<file path="src/rtl/rom_bus_ctrl.sv">
// Bus-cycle sequencer between an 8085 multiplexed bus and an 8775-style ROM:
// latches the low address on ALE, decodes the ROM region, drives CSn/OEn and inserts READY wait states.
module rom_bus_ctrl #(
  parameter int unsigned WAIT_STATES = 1,
  parameter logic [7:0]  BASE        = 8'h00,
  parameter logic [7:0]  MASK        = 8'hF8
) (
  input  logic       CLK,
  input  logic       RESETn,
  input  logic [7:0] AD,
  input  logic [7:0] A_HI,
  input  logic       ALE,
  input  logic       RDn,
  input  logic       WRn,
  input  logic       IO_Mn,
  output logic [7:0] ADD,
  output logic       CSn,
  output logic       OEn,
  output logic       READY,
  output logic       WR_ERR
);

  localparam logic [3:0] WS = 4'(WAIT_STATES);

  typedef enum logic [1:0] {
    S_IDLE,
    S_ADDR,
    S_WAIT,
    S_DATA
  } state_t;

  state_t     state_q, state_d;
  logic [3:0] wcnt_q, wcnt_d;
  logic [7:0] add_d;
  logic       wr_err_d;
  logic       hit;

  assign hit = ~IO_Mn & ((A_HI & MASK) == (BASE & MASK));

  always_comb begin
    state_d  = state_q;
    wcnt_d   = wcnt_q;
    add_d    = ADD;
    wr_err_d = 1'b0;
    if (ALE) begin
      // ALE abandons whatever cycle was in progress
      add_d   = AD;
      state_d = hit ? S_ADDR : S_IDLE;
    end else begin
      unique case (state_q)
        S_IDLE: state_d = S_IDLE;
        S_ADDR: begin
          if (!RDn) begin
            if (WS == 4'd0) begin
              state_d = S_DATA;
            end else begin
              state_d = S_WAIT;
              wcnt_d  = WS;
            end
          end else if (!WRn) begin
            wr_err_d = 1'b1;
            state_d  = S_IDLE;
          end
        end
        S_WAIT: begin
          if (RDn) begin
            state_d = S_IDLE;
          end else if (wcnt_q == 4'd1) begin
            state_d = S_DATA;
          end else begin
            wcnt_d = wcnt_q - 4'd1;
          end
        end
        S_DATA: begin
          if (RDn) state_d = S_IDLE;
        end
        default: state_d = S_IDLE;
      endcase
    end
  end

  // Outputs are registered from the next state so they line up with the state register
  always_ff @(posedge CLK) begin
    if (!RESETn) begin
      state_q <= S_IDLE;
      wcnt_q  <= '0;
      ADD     <= '0;
      CSn     <= 1'b1;
      OEn     <= 1'b1;
      READY   <= 1'b1;
      WR_ERR  <= 1'b0;
    end else begin
      state_q <= state_d;
      wcnt_q  <= wcnt_d;
      ADD     <= add_d;
      CSn     <= (state_d == S_IDLE);
      OEn     <= ~((state_d == S_WAIT) || (state_d == S_DATA));
      READY   <= (state_d != S_WAIT);
      WR_ERR  <= wr_err_d;
    end
  end

endmodule

</file>
<file path="config.mk">
export PLATFORM = sky130hd
export DESIGN_NAME = rom_bus_ctrl
export DESIGN_NICKNAME = d
export VERILOG_FILES = /design/src/rtl/rom_bus_ctrl.sv
export SDC_FILE = /design/constraint.sdc
export NUM_CORES = 1
export LEC_CHECK = 0
export BUFFER_PORTS_ARGS = -buffer_cell sky130_fd_sc_hd__buf_4
export CAP_MARGIN = 15
export CORE_ASPECT_RATIO = 1.1
export CORE_UTILIZATION = 45
export CTS_BUF_LIST = sky130_fd_sc_hd__clkbuf_4 sky130_fd_sc_hd__clkbuf_8
export CTS_CLUSTER_DIAMETER = 60
export CTS_CLUSTER_SIZE = 20
export DETAILED_ROUTE_END_ITERATION = 16
export PLACE_DENSITY_LB_ADDON = 0.08
export SKIP_CTS_REPAIR_TIMING = 1
export SLEW_MARGIN = 5
export SYNTH_ARGS = -nofsm -noshare
export SYNTH_HDL_FRONTEND = slang
export SYNTH_SLANG_ARGS = --single-unit
</file>
<file path="constraint.sdc">
create_clock -name CLK -period 3 [get_ports CLK]
set_input_delay 0 -clock CLK [delete_from_list [all_inputs] [get_ports CLK]]
set_output_delay 0 -clock CLK [all_outputs]
set_load 0.1 [all_outputs]
</file>
==> metrics, run 1 <==
Peak Freq=0.566 GHz; Initial Util=49.2%; # rows=16; CORE AREA=1820 sq um; sequential area share after synthesis=40.2%; critical path launch point type=register; EDFF count, synth=0; WL/cell=12.4 microns; antenna violations before repair=0; CTS tree=done; Sink Count=18; Post-Synthesis Mean Instance Area=10.3 sq um; Slew Limit Fails=0; critical path arrival=1.95 ns; vias after detailed routing=772; number of global-route vias before repair=691; status=finished with violations; Hold WS=-0.0232 ns; vias per cell=5.01; post-synthesis cell area=896 sq um; failing checks=negative hold slack; synth cell count leaders=dfxtp_1, mux2i_1, nor2b_1; Detail Placement HPWL=1.29 mm; post-synth top area cell=dfxtp_1; Clock Latency Late Sink=0.29 ns; P per Cell Area=400 nW/um^2; number of max-cap violations=0; Crit Path Class=register to register; pin count of the biggest net entering global routing=18; clock root buffer=clkbuf_4; Reg clk slew, reported paths=0.10 ns; Die X=44.5 microns; Fill cells=155; ys async rst share=0%; CTS H-tree lvls=1; RD Place Congestion=0.748; Die Ht=48.8 microns; Layout area overhead=40.2%; Fin. Hold Viols=1; IO Count=34; IO buf count=30; drt drc=0; Final ANT Viol Nets=0; Required @ worst endpoint=3.19 ns; share of post-route cells with drive strength above 1=31.5%; DR iter-0 viols=8; die footprint=2170 sq um; remaining global-route overflow=0; total CTS buffers=3; post-synth net total=115; crit path capture type=register; setup violators final=0; top_reg_cell synth=dfxtp_1; CTS Buffer Depth=2; Synth top area share=40.2%; # nets final=156; CP max FO=6; Cells after Synth=87; RSZ-0062 raised after global routing=no; Global Route Usage Sum=17.8%; Final Cycle Share=58.8%; Hold Crit Class=input port to register; global-route wire length before repair=2.92 mm; Pre-antenna DRT Iters=4; Least-Margin Pin Slew=0.474 ns; synthesis-stage register bit count=18; final setup skew=0.00263 ns; Cell variety after synth=33; top cells by area, synth=dfxtp_1, mux2i_1, ha_1; Ys Warns=0; Max IR drop VDD=0.000340 V; most numerous cell in the Yosys netlist=dfxtp_1; fin crit period=1.77 ns; diode count=0; Slew Limit Headroom=68.0%; R2R setup slack=1.23 ns; Setup TNS=0 ns; Pwr Total=0.502 mW; routed wire length=1.91 mm; static leakage=0.550 nW
[stage by stage]
step / setup WS [ns] / area (sq um) / hold slack [ns] / utilization [%] / instances
after detailed placement: 1.27 / 1140 / 0.265 / 62.6 / 142
after global routing: 1.10 / 1260 / 0.00248 / 69.0 / 154
after global placement: 1.34 / 1140 / 0.258 / 62.6 / 142
final: 1.23 / 1260 / -0.0232 / 69.0 / 154
after CTS: 1.26 / 1180 / -0.0439 / 64.6 / 146
after floorplan: 1.41 / 896 / 0.108 / - / 87
[layer usage]
metal  share of wire (%)  up-vias  global-route usage [%]
met5                   0        -                       0
met4                 1.7        0                    7.58
met3                 5.2        5                    3.70
met2                  49       24                    30.9
met1                  44      355                    20.5
li1                    -      388                       -
[where the power goes]
group	switching [mW]	internal, mW
registers	0.00342	0.245
clock network	0.0718	0.0739
logic	0.0674	0.0401
[final timing paths]
path	start	to	cells after the start
setup / recovery	state_q[1]	wcnt_q[0]	6
hold / removal	AD[3]	ADD[3]	3
setup reg to reg	state_q[1]	wcnt_q[0]	6
hold reg to reg	wcnt_q[1]	wcnt_q[1]	2
[worst max-delay path: stages (launching register included)]
cell,delay [ns]
dfxtp_1,0.44
inv_1,0.10
ha_1,0.33
nand2b_4,0.08
or4b_1,0.47
o21ai_0,0.18
a21oi_1,0.06
[cells by family after synthesis]
kind of cell               synth area share (%)
xor gates and xnor gates                  0.978
buffers and inverters                      3.77
AOI/OAI and AO/OA                          11.5
adders and majority gates                  8.38
DFF                                        40.2
muxes                                      10.1
and+or+nand+nor                            25.1
[cell usage in the layout, fill, tap and decap left out, types with 2 or more instances in the layout]
master,instances
ha_1,6
clkbuf_4,3
mux2i_1,9
and2_1,3
nor4_1,2
dfxtp_1,18
nand3_1,2
nand4b_1,2
nor2_1,3
a21oi_1,3
nand2_1,4
buf_4,30
nor2b_1,8
inv_1,5
o311ai_0,2
dlygate4sd3_1,8
[final cells by class]
cell class                 count  area (sq um)  share of cell area [%]
clock buffer                   4          36.3                    2.89
timing repair buffer          38           305                    24.3
inverter                       5          18.8                    1.49
sequential                    18           360                    28.7
tap                           27          33.8                    2.69
multi-input combinational     62           502                    39.9
[sequential cells by signal (all words and copies together) (netlist names)]
signal / flops
READY: 1
wcnt_q: 4
WR_ERR: 1
ADD: 8
OEn: 1
state_q: 2
CSn: 1
(Power assumes the default switching activity.)
==> run 2, diff against run 1 <==
- clock period: 3 -> 1.5 ns (I/O delays scaled with it)
==> run 2 against run 1 <==
Wire length up 3.1%. Highest routed layer unchanged. Register-to-register slack worse by 1.2 ns. Sequential share of layout area down 2.1 points. Non-clock buffer count up 9. Hold slack better by 0.037 ns. Worst setup slack worse by 1.2 ns. Clock-buffer cell count unchanged. Largest power group unchanged. Critical endpoint unchanged. First-iteration DRC count up 100%. The run now ends clean.
==> metrics, run 2 (synthesis results as in run 1) <==
DR iter-0 viols=16; vias per cell=4.92; Clock Latency Late Sink=0.30 ns; Crit Path Class=register to register; fin crit period=1.50 ns; Sink Count=18; Layout area overhead=53.9%; CP max stage cell=or4b_1; WP buf/inv=1; CP max FO=3; most common cell after layout, fill and taps aside=buf_4; Cell Chain, Critical Path=inv_4, ha_4, nand2b_4, or4b_1, o21ai_1, a21oi_1; most frequent cells in the layout=buf_4, dfxtp_1, mux2i_1, dlygate4sd3_1, nor2b_1; Die X=44.5 microns; Peak Freq=0.667 GHz; # rows=16; # nets final=165; P per Cell Area=732 nW/um^2; CORE AREA=1820 sq um; worst setup margin=0.0000958 ns; CTS tree=done; Largest Register=ADD; area of placed instances=1210 sq um; remaining global-route overflow=0; Global Route Usage Sum=16.8%; number of max-cap violations=0; Detail Placement HPWL=1.36 mm; critical path launch point type=register; die footprint=2170 sq um; Die Ht=48.8 microns; WL/cell=12.0 microns; pin count of the biggest net entering global routing=18; Final ANT Viol Nets=0; Post-Place Worst Slack=-0.0411 ns; Hold Crit Class=input port to register; static leakage=0.611 nW; IO Count=34; critical path arrival=1.70 ns; total CTS buffers=3; Max IR drop VDD=0.000695 V; global-route wire length before repair=2.73 mm; Required @ worst endpoint=1.70 ns; drt drc=0; Setup TNS=0 ns; Fin. Hold Viols=0; Slew Limit Fails=0; Final Cycle Share=100%; IO buf count=30; RSZ-0062 raised after global routing=yes; Slew Limit Headroom=72.0%; Least-Margin Pin Slew=0.414 ns; RD Place Congestion=0.766; Initial Util=49.2%; clock root buffer=clkbuf_4; cell family with most CP delay=simple AND/OR/NAND/NOR gates; routed wire length=1.96 mm; setup violators final=0; Critical Path Max Stage Delay=0.49 ns; post-route cell area=1380 sq um; share of post-route cells with drive strength above 1=42.6%; status=finished, final reports clean; Layout Utilization=75.7%; Reg clk slew, reported paths=0.10 ns; vias after detailed routing=802; number of global-route vias before repair=703; crit path capture type=register; diode count=0; final setup skew=0.00571 ns; Top Registers=ADD: 8 flops, wcnt_q: 4 flops, state_q: 2 flops; CTS H-tree lvls=1; antenna violations before repair=0; CTS Buffer Depth=2; max reg flops=8; Pre-antenna DRT Iters=4
[run 2: changes by cell type in the layout (fill, tap and decap cells not counted), moves of 2 or more]
cell / delta
inv_1: -3
dfxtp_2: +2
inv_2: +2
ha_4: +2
o311ai_1: +2
o311ai_0: -2
ha_1: -2
buf_4: +8
dfxtp_1: -3
[run 2: per-stage QoR]
stage,std cells,total power [mW],hold WS (ns)
after floorplan,87,0.639,0.100
after global placement,149,0.702,0.259
after detailed placement,149,0.706,0.268
after CTS,153,0.996,-0.0496
after global routing,163,1.05,0.0184
final,163,1.01,0.0134
[run 2: worst register-to-register path, delay by kind of cell, from the launching register on]
| kind | cells | cell delay [ns] |
|---|---|---|
| DFF | 1 | 0.38 |
| adders and majority gates | 1 | 0.26 |
| AOI/OAI and AO/OA | 2 | 0.19 |
| buffers and inverters | 1 | 0.04 |
| and+or+nand+nor | 2 | 0.54 |
[run 2: area by class of cell]
type / count / area, sq um
Multi-Input combinational cell: 62 / 546
Fill cell: 120 / 443
Timing Repair Buffer: 47 / 375
Sequential cell: 18 / 367
Clock buffer: 4 / 36.3
Tap cell: 27 / 33.8
Inverter: 5 / 21.3
[run 2: path summary, 6_finish.rpt]
check,cells past startpoint,startpoint,end,slack [ns]
hold reg to reg,2,ADD[4],ADD[4],0.53
setup reg to reg,6,state_q[1],wcnt_q[0],0.0001
hold / removal,2,RESETn,CSn,0.01
setup / recovery,6,state_q[1],wcnt_q[0],0.0001
[run 2: per-layer routing]
metal  GRT usage [%]  vias up  wire length, microns  share of wire, %
met2            29.7       19                  1010                51
met4            7.58        0                    36               1.8
met1            18.8      371                   841                43
met3            3.33        5                    78               4.0
met5               0        -                     0                 0
li1                -      407                     -                 -
[run 2: report_power, final]
part	internal [mW]	leakage [nW]	switching, mW	total (mW)
clock network	0.148	0.0210	0.149	0.297
registers	0.489	0.149	0.00692	0.496
logic	0.0824	0.441	0.135	0.217
total	0.719	0.611	0.291	1.01
==> run 3, diff against run 2 <==
- SETUP_SLACK_MARGIN: default -> 0.2
==> run 3 against run 2 <==
The run now ends with negative hold slack left. Sequential share of layout area shrank 0.22 points. Via count shrank 1.9%. Cell count shrank 1.2%. Register-to-register slack hardly changed. Fmax is 0.25% higher. Critical path type unchanged. Highest routed layer unchanged. Clock power about the same. Die area unchanged. Global-route usage up 0.75 points. Flip-flop and latch count did not move. Cell area grew 1.2%. Critical path depth fell by 1.
==> metrics, run 3 (synthesis results as in run 1) <==
Sink Count=18; CTS Buffer Depth=2; post-route cell area=1400 sq um; number of max-cap violations=0; Reg clk slew, reported paths=0.11 ns; diode count=0; die footprint=2170 sq um; grt met1 use=20.2%; status=finished with violations; Layout Utilization=76.6%; P per Cell Area=724 nW/um^2; Final Non-Filler Cells=161; Top Usage Layer GRT=met2; critical path launch point type=register; met3 usage=3.70%; routed wire length=1.92 mm; most common cell after layout, fill and taps aside=buf_4; Pwr Total=1.01 mW; RD Place Congestion=0.805; # rows=16; most frequent cells in the layout=buf_4, dfxtp_1, mux2i_1, nor2b_1, dlygate4sd3_1; setup violators final=0; CTS H-tree lvls=1; Least-Margin Pin Slew=0.338 ns; Reg power frac=49.0%; Largest Register=ADD; Hold WS=-0.0317 ns; critical path arrival=1.67 ns; P_sw=0.294 mW; internal power=0.717 mW; Peak Freq=0.668 GHz; Setup TNS=0 ns; Detail Placement HPWL=1.38 mm; WL/cell=11.9 microns; total CTS buffers=3; Die Ht=48.8 microns; Die X=44.5 microns; Final ANT Viol Nets=0; Global Route Usage Sum=17.6%; fin crit period=1.50 ns; Initial Util=49.2%; CP max FO=5; IO buf count=30; Fin. Hold Viols=2; Final Cycle Share=99.7%; clock root buffer=clkbuf_4; Max IR drop VDD=0.000590 V; failing checks=negative hold slack; Slew Limit Fails=0; max reg flops=8; DR iter-0 viols=8; switching share of power=29.1%; global-route wire length before repair=2.87 mm; Top Registers=ADD: 8 flops, wcnt_q: 4 flops, state_q: 2 flops; CTS tree=done; vias per cell=4.89; area of placed instances=1220 sq um; static leakage=0.603 nW; Clock Latency Late Sink=0.29 ns; Pre-antenna DRT Iters=4; Crit Path Class=register to register; Layout area overhead=55.7%; RSZ-0062 raised after global routing=yes; drt drc=0; CORE AREA=1820 sq um; share of post-route cells with drive strength above 1=47.8%; pin count of the biggest net entering global routing=18; # placed instances=147; number of global-route vias before repair=707; grt met2 use=31.1%; crit path capture type=register; Required @ worst endpoint=1.67 ns; final setup skew=0.00605 ns; clock power share=29.6%; antenna violations before repair=0; remaining global-route overflow=0; vias after detailed routing=787; Comb power frac=21.4%; # nets final=163; IO Count=34; Hold Crit Class=input port to register; Slew Limit Headroom=77.1%
-- run 3: power groups by stage --
stage | combinational (mW) | sequential (mW) | clock [mW]
after floorplan | 0.0400 | 0.598 | 0
after global placement | 0.196 | 0.505 | 0
after detailed placement | 0.200 | 0.506 | 0
after CTS | 0.200 | 0.496 | 0.303
after global routing | 0.227 | 0.497 | 0.328
final | 0.216 | 0.495 | 0.299
-- run 3: worst max-delay path, stage by stage, from the launching register on --
cell and delay (ns):
dfxtp_2 0.39, ha_4 0.14, nor3b_4 0.29, o21ai_2 0.11, a221oi_4 0.33, nand4_2 0.12
-- run 3: worst paths after layout --
| path | from | end | slack [ns] | cells past startpoint |
|---|---|---|---|---|
| setup / recovery | wcnt_q[0] | READY | 0.004 | 5 |
| hold / removal | AD[6] | ADD[6] | -0.03 | 3 |
| setup reg to reg | wcnt_q[0] | READY | 0.004 | 5 |
| hold reg to reg | ADD[2] | ADD[2] | 0.53 | 2 |
-- run 3: cell type report --
class,count,area [sq um]
Multi-Input combinational cell,62,581
Fill cell,128,427
Sequential cell,18,368
Timing Repair Buffer,45,355
Clock buffer,4,36.3
Tap cell,27,33.8
Inverter,5,21.3
-- run 3: per-stage QoR --
| stage | setup WS, ns | hold slack (ns) |
|---|---|---|
| 2_1_floorplan | 0.0420 | 0.0986 |
| 3_3_place_gp | 0.0270 | 0.260 |
| 3_5_place_dp | -0.00484 | 0.272 |
| 4_1_cts | -0.0236 | -0.0373 |
| 5_1_grt | -0.0686 | 0.00607 |
| 6_report | 0.00384 | -0.0317 |
-- run 3: layer usage --
metal / share of wire [%] / vias to the layer above
met4: 0.36 / 0
met1: 41 / 352
met2: 54 / 28
met3: 5.0 / 2
met5: 0 / -
li1: - / 405
